`config.mk`:
```
export PLATFORM = sky130hd
export DESIGN_NAME = mat_result_streamer
export DESIGN_NICKNAME = d
export VERILOG_FILES = /design/src/rtl/mat_result_streamer.sv
export SDC_FILE = /design/constraint.sdc
export NUM_CORES = 1
export LEC_CHECK = 0
export BUFFER_PORTS_ARGS = -buffer_cell sky130_fd_sc_hd__clkbuf_2
export CAP_MARGIN = 20
export CORE_MARGIN = 3
export CORE_UTILIZATION = 50
export CTS_CLUSTER_DIAMETER = 120
export DETAILED_ROUTE_END_ITERATION = 8
export HOLD_SLACK_MARGIN = 0.1
export PLACE_DENSITY = 0.74
export SLEW_MARGIN = 10
export SYNTH_ARGS = -nofsm -noshare
export SYNTH_HDL_FRONTEND = slang
export SYNTH_SLANG_ARGS = --single-unit
```
`constraint.sdc`:
```
create_clock -name s00_axi_aclk -period 1.9 [get_ports s00_axi_aclk]
set_input_delay 0.095 -clock s00_axi_aclk [delete_from_list [all_inputs] [get_ports s00_axi_aclk]]
set_output_delay 0.095 -clock s00_axi_aclk [all_outputs]
set_load 0.02 [all_outputs]
```
`src/rtl/mat_result_streamer.sv`:
```
// AXI-Stream result streamer: reads SIZE words from a 1-cycle-latency BRAM and
// emits them as one frame through a 2-entry skid buffer, tlast on the final beat.
module mat_result_streamer #(
    parameter int DIM_LOG    = 1,
    parameter int DIM        = 2**DIM_LOG,
    parameter int SIZE       = DIM*DIM,
    parameter int SIZE_LOG   = 2*DIM_LOG,
    parameter int DATA_WIDTH = 32
) (
    input  logic                    s00_axi_aclk,
    input  logic                    s00_axi_aresetn,
    input  logic                    start,
    output logic                    busy,
    output logic                    done,
    output logic                    rd_en,
    output logic [SIZE_LOG-1:0]     rd_addr,
    input  logic [DATA_WIDTH-1:0]   rd_data,
    output logic                    m00_axis_tvalid,
    output logic [DATA_WIDTH-1:0]   m00_axis_tdata,
    output logic [DATA_WIDTH/8-1:0] m00_axis_tstrb,
    output logic                    m00_axis_tlast,
    input  logic                    m00_axis_tready
);

    localparam logic [SIZE_LOG:0] SIZE_CNT  = (SIZE_LOG+1)'(SIZE);
    localparam logic [SIZE_LOG:0] LAST_BEAT = (SIZE_LOG+1)'(SIZE - 1);

    typedef enum logic {IDLE, STREAM} state_t;

    state_t                  state, state_nxt;
    logic [SIZE_LOG:0]       issue_cnt, beat_cnt;
    logic                    inflight;
    logic [DATA_WIDTH-1:0]   buf_mem [2];
    logic                    head;
    logic [1:0]              count;
    logic                    done_r;
    logic                    valid;
    logic                    pop, last_pop, issue;

    assign valid    = (count != 2'd0);
    assign pop      = valid && m00_axis_tready;
    assign last_pop = pop && (beat_cnt == LAST_BEAT);

    // A read is issued only if its data is guaranteed a free slot on arrival.
    always_comb begin
        state_nxt = state;
        issue     = 1'b0;
        case (state)
            IDLE: begin
                if (start) state_nxt = STREAM;
            end
            STREAM: begin
                if ((issue_cnt < SIZE_CNT) &&
                    (({1'b0, count} + {2'b0, inflight}) < (3'd2 + {2'b0, pop})))
                    issue = 1'b1;
                if (last_pop) state_nxt = IDLE;
            end
            default: state_nxt = IDLE;
        endcase
    end

    always_ff @(posedge s00_axi_aclk or negedge s00_axi_aresetn) begin
        if (!s00_axi_aresetn) begin
            state      <= IDLE;
            issue_cnt  <= '0;
            beat_cnt   <= '0;
            inflight   <= 1'b0;
            head       <= 1'b0;
            count      <= 2'd0;
            done_r     <= 1'b0;
            buf_mem[0] <= '0;
            buf_mem[1] <= '0;
        end else begin
            state    <= state_nxt;
            inflight <= issue;
            done_r   <= last_pop;
            if (state == IDLE && start) begin
                issue_cnt <= '0;
                beat_cnt  <= '0;
            end else begin
                if (issue) issue_cnt <= issue_cnt + 1'b1;
                if (pop)   beat_cnt  <= beat_cnt + 1'b1;
            end
            // Tail slot is head offset by occupancy, taken before this cycle's pop.
            if (inflight) buf_mem[head ^ count[0]] <= rd_data;
            if (pop) head <= ~head;
            case ({inflight, pop})
                2'b10:   count <= count + 2'd1;
                2'b01:   count <= count - 2'd1;
                default: count <= count;
            endcase
        end
    end

    assert property (@(posedge s00_axi_aclk) disable iff (!s00_axi_aresetn)
                     !(inflight && (count == 2'd2) && !pop));

    assign busy            = (state == STREAM);
    assign done            = done_r;
    assign rd_en           = issue;
    assign rd_addr         = (state == STREAM) ? issue_cnt[SIZE_LOG-1:0] : '0;
    assign m00_axis_tvalid = valid;
    assign m00_axis_tdata  = valid ? buf_mem[head] : '0;
    assign m00_axis_tstrb  = {(DATA_WIDTH/8){valid}};
    assign m00_axis_tlast  = valid && (beat_cnt == LAST_BEAT);

endmodule

```
==> results of run 1 <==
## where the power goes
group	total, mW	internal [mW]	switching [mW]
logic	4.90	2.36	2.53
registers	2.94	2.46	0.472
clock network	1.19	0.636	0.550
total	9.02	5.46	3.55
## routing by layer
metal | vias up | GRT usage (%)
met5 | - | 0
met4 | 0 | 5.40
met1 | 1173 | 24.2
li1 | 1148 | -
met3 | 7 | 5.00
met2 | 58 | 30.9
## critical path: stages (launching register included)
cell	delay, ns
dfrtp_2	0.44
ha_1	0.20
ha_1	0.28
o21ai_2	0.07
nand3_1	0.12
inv_1	0.09
buf_2	0.16
## flip-flops by register name (all words and copies together), names as in the netlist
signal / flops
inflight: 1
done: 1
count: 2
buf_mem: 64
head: 1
issue_cnt: 3
beat_cnt: 3
busy: 1
## layout make-up
cell class                      instances  area (µm²)
Tap cell                               96         120
Multi-Input combinational cell        168        1560
Clock buffer                           13         149
Inverter                                8        30.0
Clock inverter                          2        35.0
Sequential cell                        76        1900
Fill cell                             551        2240
Timing Repair Buffer                  124         867
## layout by cell type (no fill, tap or decap), types with 7 or more instances in the layout
master and count:
dfrtp_1 74, inv_1 8, mux2_4 30, nor2_1 37, mux2_2 34, nand2_1 7, clkbuf_8 10, mux2i_1 34
buf_4 8, clkbuf_2 76, dlygate4sd3_1 35
## timing repair
| item | CTS | global route |
|---|---|---|
| endpoints found under the hold margin | 110 | 0 |
| gates resized for setup | 1 | 4 |
| hold buffers | 35 | 0 |
| pin swaps | 1 | 1 |
| setup endpoints to repair | 1 | 7 |
| setup buffers | 1 | 3 |
## kinds of logic after synthesis
family / share of synthesized area [%]
XOR/XNOR: 1.46
multiplexers: 32.6
adder cells (fa/ha/maj): 2.08
AO/OA/AOI/OAI: 0.902
buffers and inverters: 4.30
AND/OR/NAND/NOR: 5.94
flip-flops: 52.8
## worst min path at each step
stage                          from          end  cells past startpoint
finish              s00_axi_aresetn         busy                      2
global route        s00_axi_aresetn         busy                      2
CTS                 s00_axi_aresetn         busy                      2
detailed placement  s00_axi_aresetn         busy                      1
global placement    s00_axi_aresetn         busy                      1
floorplan           s00_axi_aresetn  beat_cnt[0]                      0
==> flow_summary_export.csv, run 1 <==
group,metric,value,unit
detailed_routing,wl_met3,318,µm
detailed_routing,drc,0,
placement,post-place-cells,433,
placement,dp_slack,0.296,ns
worst_setup_path,r2r_start,"count[0]",
pwr,power_density,1930,nW/µm²
detailed_routing,dr.pass1.iters,4,
clock_network,root_buffer,"clkbuf_8",
worst_setup_path,ff2ff_setup_slack,0.24,ns
worst_setup_path,critPathKind,"reg -> out",
synth,yosys_warnings,0,
detailed_routing,routed-via-count,2386,
sta,setup_viol,0,
synth,yosysSeqAreaShare,52.8,%
detailed_routing,via_per_inst,4.90,
synth,yosysMostFrequentCell,"dfrtp_1",
clock_network,numCtsBuffers,9,
floorplan,die-area,8260,µm²
synth,synth_cell_type_count,23,
worst_setup_path,r2r-end,"buf_mem[0]",
global_routing,overflow,0,
global_routing,antenna_found_initial,0,
pwr,ir_drop,0.936,mV
worst_setup_path,r2r_cells,5,
synth,synth-main-ff-cell,"dfrtp_1",
synth,synth_area_leaders,"dfrtp_1 53%, mux2_4 12%, mux2_2 11%, mux2i_1 9.4%, nor2_1 4.0%",
job,maxCapViolCount,0,
cells_and_area,area_growth,29.3,%
synth,synth_cells,271,
clock_network,clkLatencyLatePin,0.34,ns
synth,postSynthAreaPerCell,13.3,µm²
worst_setup_path,arrival,1.70,ns
floorplan,die_y,90.9,µm
sta,worstMarginPinSlew,0.560,ns
placement,place_area,4090,µm²
min_path,hold_path.class,"in -> async",
pwr,leakagePower,2.39,nW
sta,timing.final.ws_setup,0.108,ns
sta,fmax,558,MHz
floorplan,io_pins,79,
detailed_routing,top_layer_used,"met4",
global_routing,grt_pass1_wl,12200,µm
placement,hpwl,4410,µm
worst_setup_path,critPathRequiredTime,1.80,ns
sta,slew_violations,0,
cells_and_area,final_core_util,67.5,%
detailed_routing,met2RoutedLength,3560,µm
worst_setup_path,crit_start,"count[0]",
placement,portBuffers,78,
global_routing,grt_max_degree,43,
synth,ys_top_cells_by_count,"76 x dfrtp_1, 38 x nor2_1, 34 x mux2_2, 34 x mux2i_1, 30 x mux2_4",
detailed_routing,drt.antenna.violating_nets,0,
clock_network,clock_sinks,76,
sta,hold_viol,0,
floorplan,core_area,6910,µm²
sta,slew_headroom,62.7,%
synth,synth_edf_count,0,
sta,rsz0062_at_grt,"no",
clock_network,h-tree-depth,3,
global_routing,grt_pass1_vias,2564,
cells_and_area,drive_gt1_share,43.5,%
floorplan,die_w,90.9,µm
sta,fin_setup_tns,0,ns
synth,synth_nets,313,
clock_network,cts.path.max_buffers,2,
floorplan,rows,30,
synth,ys_async_sr_fraction,100,%
detailed_routing,first_iter_violations,92,
worst_setup_path,endpoint,"rd_en",
detailed_routing,wl,7240,µm
placement,gp_congestion,0.742,
clock_network,cts_tree,"built",
sta,min_period,1.79,ns
cells_and_area,fin_cells,487,
sta,holdWs,0.290,ns
worst_setup_path,crit_fanout,5,
cells_and_area,num_antenna_cells,0,
global_routing,track_usage,18.7,%
status,status,"complete, no violations",
synth,yosys_register_bits,76,
detailed_routing,wl_per_cell,14.9,µm
pwr,power,9.02,mW
cells_and_area,fin_area,4660,µm²
worst_setup_path,critPathLaunchType,"register",
floorplan,start_util,52.2,%
synth,yosysTopAreaCell,"dfrtp_1",
cells_and_area,nets,429,
sta,post-route-period-util,94.3,%
synth,synth_top_area_share,52.8,%
worst_setup_path,cp-end-kind,"output port",
detailed_routing,wl_met1,3300,µm
clock_network,clk_pin_slew,0.07,ns
sta,fin_skew,0.0106,ns
synth,synth_area,3600,µm²
Note: power is estimated with default switching activity, not from simulation.
==> run 2, diff against run 1 <==
--- a/config.mk
+++ b/config.mk
@@ -13,6 +13,7 @@
 export DETAILED_ROUTE_END_ITERATION = 8
 export HOLD_SLACK_MARGIN = 0.1
 export PLACE_DENSITY = 0.74
+export RECOVER_POWER = 25
 export SLEW_MARGIN = 10
 export SYNTH_ARGS = -nofsm -noshare
 export SYNTH_HDL_FRONTEND = slang
==> flow_summary_export.csv, run 2 (same netlist as run 1, synthesis figures left out) <==
group,metric,value,unit
floorplan,io_pins,79,
global_routing,track_usage,18.7,%
pwr,ir_drop,0.936,mV
placement,dp_slack,0.296,ns
sta,holdWs,0.497,ns
detailed_routing,dr.pass1.iters,4,
floorplan,core_area,6910,µm²
worst_setup_path,crit_path_cell_trace,"ha_1 > ha_1 > o21ai_2 > nand3_1 > inv_1 > buf_2",
detailed_routing,wl,7230,µm
sta,min_period,1.79,ns
placement,hpwl,4410,µm
sta,slew_headroom,27.6,%
worst_setup_path,critPathRequiredTime,1.80,ns
sta,hold_viol,0,
sta,fin_skew,0.0105,ns
floorplan,start_util,52.2,%
sta,fmax,558,MHz
cells_and_area,layout_commonest_cell,"clkbuf_2",
global_routing,antenna_found_initial,0,
global_routing,grt_pass1_vias,2564,
floorplan,rows,30,
cells_and_area,top_register,"buf_mem",
detailed_routing,drc,0,
global_routing,grt_pass1_wl,12200,µm
sta,worstMarginPinSlew,1.09,ns
global_routing,grt_max_degree,43,
sta,timing.final.ws_setup,0.108,ns
floorplan,die-area,8260,µm²
floorplan,die_w,90.9,µm
job,maxCapViolCount,0,
detailed_routing,via_per_inst,4.91,
worst_setup_path,cpPeakStageDelay,0.44,ns
cells_and_area,drive_gt1_share,43.2,%
floorplan,die_y,90.9,µm
status,status,"complete, no violations",
worst_setup_path,critPathKind,"reg -> out",
sta,slew_violations,0,
placement,gp_congestion,0.742,
clock_network,numCtsBuffers,9,
worst_setup_path,crit_top_cell,"ha_1",
worst_setup_path,r2r_cells,5,
clock_network,cts_tree,"built",
cells_and_area,final_core_util,67.4,%
detailed_routing,first_iter_violations,92,
sta,post-route-period-util,94.3,%
worst_setup_path,r2r-end,"buf_mem[0]",
pwr,leakagePower,2.39,nW
worst_setup_path,ff2ff_setup_slack,0.24,ns
worst_setup_path,crit_fanout,5,
pwr,power_density,1940,nW/µm²
worst_setup_path,critPathLaunchType,"register",
placement,portBuffers,78,
clock_network,clk_pin_slew,0.07,ns
sta,setup_viol,0,
pwr,power,9.02,mW
worst_setup_path,critPathSlowestCell,"dfrtp_2",
cells_and_area,num_antenna_cells,0,
cells_and_area,largest_reg_flops,64,
sta,rsz0062_at_grt,"no",
sta,fin_setup_tns,0,ns
cells_and_area,nets,429,
cells_and_area,final_cell_mix,"76 x clkbuf_2, 74 x dfrtp_1, 37 x nor2_1",
detailed_routing,wl_per_cell,14.9,µm
clock_network,cts.path.max_buffers,2,
cells_and_area,reg_top3,"buf_mem: 64 flops, beat_cnt: 3 flops, issue_cnt: 3 flops",
clock_network,h-tree-depth,3,
detailed_routing,routed-via-count,2389,
worst_setup_path,cp-end-kind,"output port",
global_routing,overflow,0,
detailed_routing,drt.antenna.violating_nets,0,
clock_network,clock_sinks,76,
cells_and_area,area_growth,29.2,%
min_path,hold_path.class,"in -> async",
worst_setup_path,arrival,1.70,ns
worst_setup_path,r2r_start,"count[0]",
clock_network,root_buffer,"clkbuf_8",
clock_network,clkLatencyLatePin,0.34,ns
## run 2: worst max-delay path by stage
stage	startpoint	endpoint	slack, ns	depth (start not counted)
global placement	count[0]	rd_en	0.33	6
global route	count[0]	rd_en	0.0009	6
CTS	count[0]	rd_en	0.04	6
detailed placement	count[0]	rd_en	0.30	6
floorplan	count[0]	count[1]	0.31	6
finish	count[0]	rd_en	0.11	6
## run 2: where the power goes
part / internal, mW / switching, mW / total [mW]
clock network: 0.636 / 0.550 / 1.19
logic: 2.36 / 2.53 / 4.89
registers: 2.46 / 0.472 / 2.94
total: 5.46 / 3.55 / 9.02
## run 2: layout make-up
cell class	instances	area, µm²
Fill cell	549	2250
Multi-Input combinational cell	168	1560
Clock buffer	13	149
Clock inverter	2	35.0
Inverter	8	30.0
Tap cell	96	120
Sequential cell	76	1900
Timing Repair Buffer	124	863
## run 2: worst max-delay path: cells and delay by family, from the launching register on
| kind | cells | cell delay, ns |
|---|---|---|
| fa+ha+maj | 2 | 0.48 |
| flops | 1 | 0.44 |
| buf+inv | 2 | 0.25 |
| simple gates | 1 | 0.12 |
| compound gates | 1 | 0.07 |
## run 2: per-layer routing
metal	routed length [µm]	track usage, %
met3	318	5.00
met1	3290	24.2
met2	3560	30.9
met4	64	5.40
met5	0	0
## run 2: per-stage QoR
step / instances / area [µm²]
global route: 487 / 4660
floorplan: 271 / 3600
global placement: 433 / 4090
CTS: 484 / 4630
detailed placement: 433 / 4090
finish: 487 / 4660
## run 2: what timing repair did
item                       CTS  global route
hold buffers                35             0
gates resized for setup      1             4
hold endpoints to repair   110             0
buffers inserted             1             3
setup endpoints to repair    1             7
pin swaps                    1             1
==> run 3, diff against run 2 <==
==> constraint.sdc (replaced) <==
create_clock -name s00_axi_aclk -period 2.2 [get_ports s00_axi_aclk]
set_input_delay 0.11 -clock s00_axi_aclk [delete_from_list [all_inputs] [get_ports s00_axi_aclk]]
set_output_delay 0.11 -clock s00_axi_aclk [all_outputs]
set_load 0.02 [all_outputs]
==> flow_summary_export.csv, run 3 (same netlist as run 1, synthesis figures left out) <==
group,metric,value,unit
status,status,"complete, no violations",
cells_and_area,layout_commonest_cell,"clkbuf_2",
clock_network,h-tree-depth,3,
sta,fin_setup_tns,0,ns
detailed_routing,routed-via-count,2387,
detailed_routing,drt.antenna.violating_nets,0,
clock_network,cts_setup_buffers,0,
floorplan,die_w,90.9,µm
cells_and_area,num_antenna_cells,0,
sta,timing.final.ws_setup,0.221,ns
worst_setup_path,crit_top_cell,"ha_1",
detailed_routing,drc,0,
placement,portBuffers,78,
pwr,leakagePower,2.40,nW
clock_network,clock_sinks,76,
worst_setup_path,r2r_start,"count[0]",
global_routing,grt_pass1_vias,2519,
pwr,power,8.01,mW
worst_setup_path,cpPeakStageDelay,0.47,ns
sta,fin_skew,0.0107,ns
sta,fmax,505,MHz
worst_setup_path,critPathLaunchType,"register",
sta,setup_viol,0,
min_path,hold_path.class,"in -> async",
pwr,pwr-share-clk,17.1,%
cells_and_area,area_growth,29.8,%
floorplan,io_pins,79,
cells_and_area,reg_top3,"buf_mem: 64 flops, beat_cnt: 3 flops, issue_cnt: 3 flops",
clock_network,clkLatencyLatePin,0.34,ns
pwr,p_switching,3.07,mW
detailed_routing,first_iter_violations,103,
global_routing,antenna_found_initial,0,
pwr,power_frac_comb,51.2,%
clock_network,clk_pin_slew,0.08,ns
global_routing,track_usage,18.0,%
cells_and_area,num-fill-cells,540,
pwr,sw_frac_of_total,38.2,%
worst_setup_path,cp_top_family,"adder cells",
clock_network,cts.path.max_buffers,2,
placement,gp_congestion,0.793,
global_routing,grt_pass1_wl,12000,µm
worst_setup_path,crit_fanout,6,
cells_and_area,final_cell_mix,"78 x clkbuf_2, 75 x dfrtp_1, 37 x nor2_1",
sta,slew_violations,0,
floorplan,die-area,8260,µm²
detailed_routing,via_per_inst,4.92,
cells_and_area,nets,426,
detailed_routing,dr.pass1.iters,4,
clock_network,holdBufCountCts,35,
clock_network,numCtsBuffers,9,
floorplan,die_y,90.9,µm
placement,hpwl,4570,µm
worst_setup_path,critPathKind,"reg -> out",
floorplan,start_util,52.2,%
cells_and_area,top_register,"buf_mem",
global_routing,overflow,0,
clock_network,cts-resized-gates,0,
cells_and_area,drive_gt1_share,43.2,%
sta,hold_viol,0,
worst_setup_path,critPathBufInv,2,
job,maxCapViolCount,0,
detailed_routing,wl,7010,µm
clock_network,root_buffer,"clkbuf_8",
sta,post-route-period-util,90.0,%
cells_and_area,largest_reg_flops,64,
worst_setup_path,arrival,1.87,ns
worst_setup_path,ff2ff_setup_slack,0.49,ns
placement,dp_slack,0.514,ns
worst_setup_path,r2r-end,"count[1]",
clock_network,cts_tree,"built",
worst_setup_path,cp-end-kind,"output port",
sta,rsz0062_at_grt,"no",
pwr,power_density,1710,nW/µm²
worst_setup_path,r2r_cells,6,
pwr,p_seq_share,31.7,%
floorplan,rows,30,
pwr,ir_drop,0.904,mV
worst_setup_path,critPathRequiredTime,2.09,ns
sta,slew_headroom,35.9,%
sta,min_period,1.98,ns
floorplan,core_area,6910,µm²
detailed_routing,wl_per_cell,14.5,µm
sta,worstMarginPinSlew,0.961,ns
global_routing,grt_max_degree,40,
pwr,internal_power,4.95,mW
worst_setup_path,critPathSlowestCell,"dfrtp_1",
worst_setup_path,crit_path_cell_trace,"ha_1 > ha_1 > o21ai_0 > nand3_1 > inv_1 > clkbuf_2",
[run 3: worst max-delay path by stage]
stage,startpoint,depth (start not counted),slack [ns],endpoint
after global routing,count[0],6,0.07,rd_en
after CTS,count[0],6,0.21,rd_en
final,count[0],6,0.22,rd_en
after global placement,count[0],5,0.57,count[1]
after floorplan,count[0],6,0.61,count[1]
after detailed placement,count[0],5,0.51,count[1]
[run 3: power groups by stage]
stage	clock network [mW]	registers, mW	logic, mW
3_5_place_dp	0	2.56	4.10
5_1_grt	1.46	2.63	4.45
6_report	1.37	2.54	4.11
3_3_place_gp	0	2.52	4.01
2_1_floorplan	0	2.42	3.19
4_1_cts	1.40	2.54	4.15
[run 3: worst register-to-register path: stages (launching register included)]
cell and delay [ns]:
dfrtp_1 0.47, o21ai_1 0.39, inv_1 0.17, ha_1 0.22, xnor2_1 0.15, nor2_1 0.07, xor2_1 0.13
[run 3: cell type report]
cell class	count	area, µm²	area share [%]
Sequential cell	76	1900	40.7
Multi-Input combinational cell	168	1550	33.2
Tap cell	96	120	2.57
Timing Repair Buffer	121	810	17.3
Clock buffer	9	124	2.65
Inverter	8	30.0	0.642
Clock inverter	7	139	2.97
[run 3: per-stage QoR]
step | cells | area (µm²) | hold WS, ns | util (%)
floorplan | 271 | 3600 | -0.186 | -
global placement | 434 | 4070 | 0.104 | 58.9
detailed placement | 434 | 4070 | 0.112 | 58.9
CTS | 485 | 4680 | 0.295 | 67.8
global route | 485 | 4680 | 0.515 | 67.7
finish | 485 | 4680 | 0.457 | 67.7
[run 3: layer usage]
layer	routed length (µm)	vias up	global-route usage, %	part of all wire, %
li1	-	1138	-	-
met1	3270	1175	24.0	47
met2	3350	62	29.3	48
met3	292	12	3.50	4.2
met4	102	0	6.53	1.5
met5	0	-	0	0
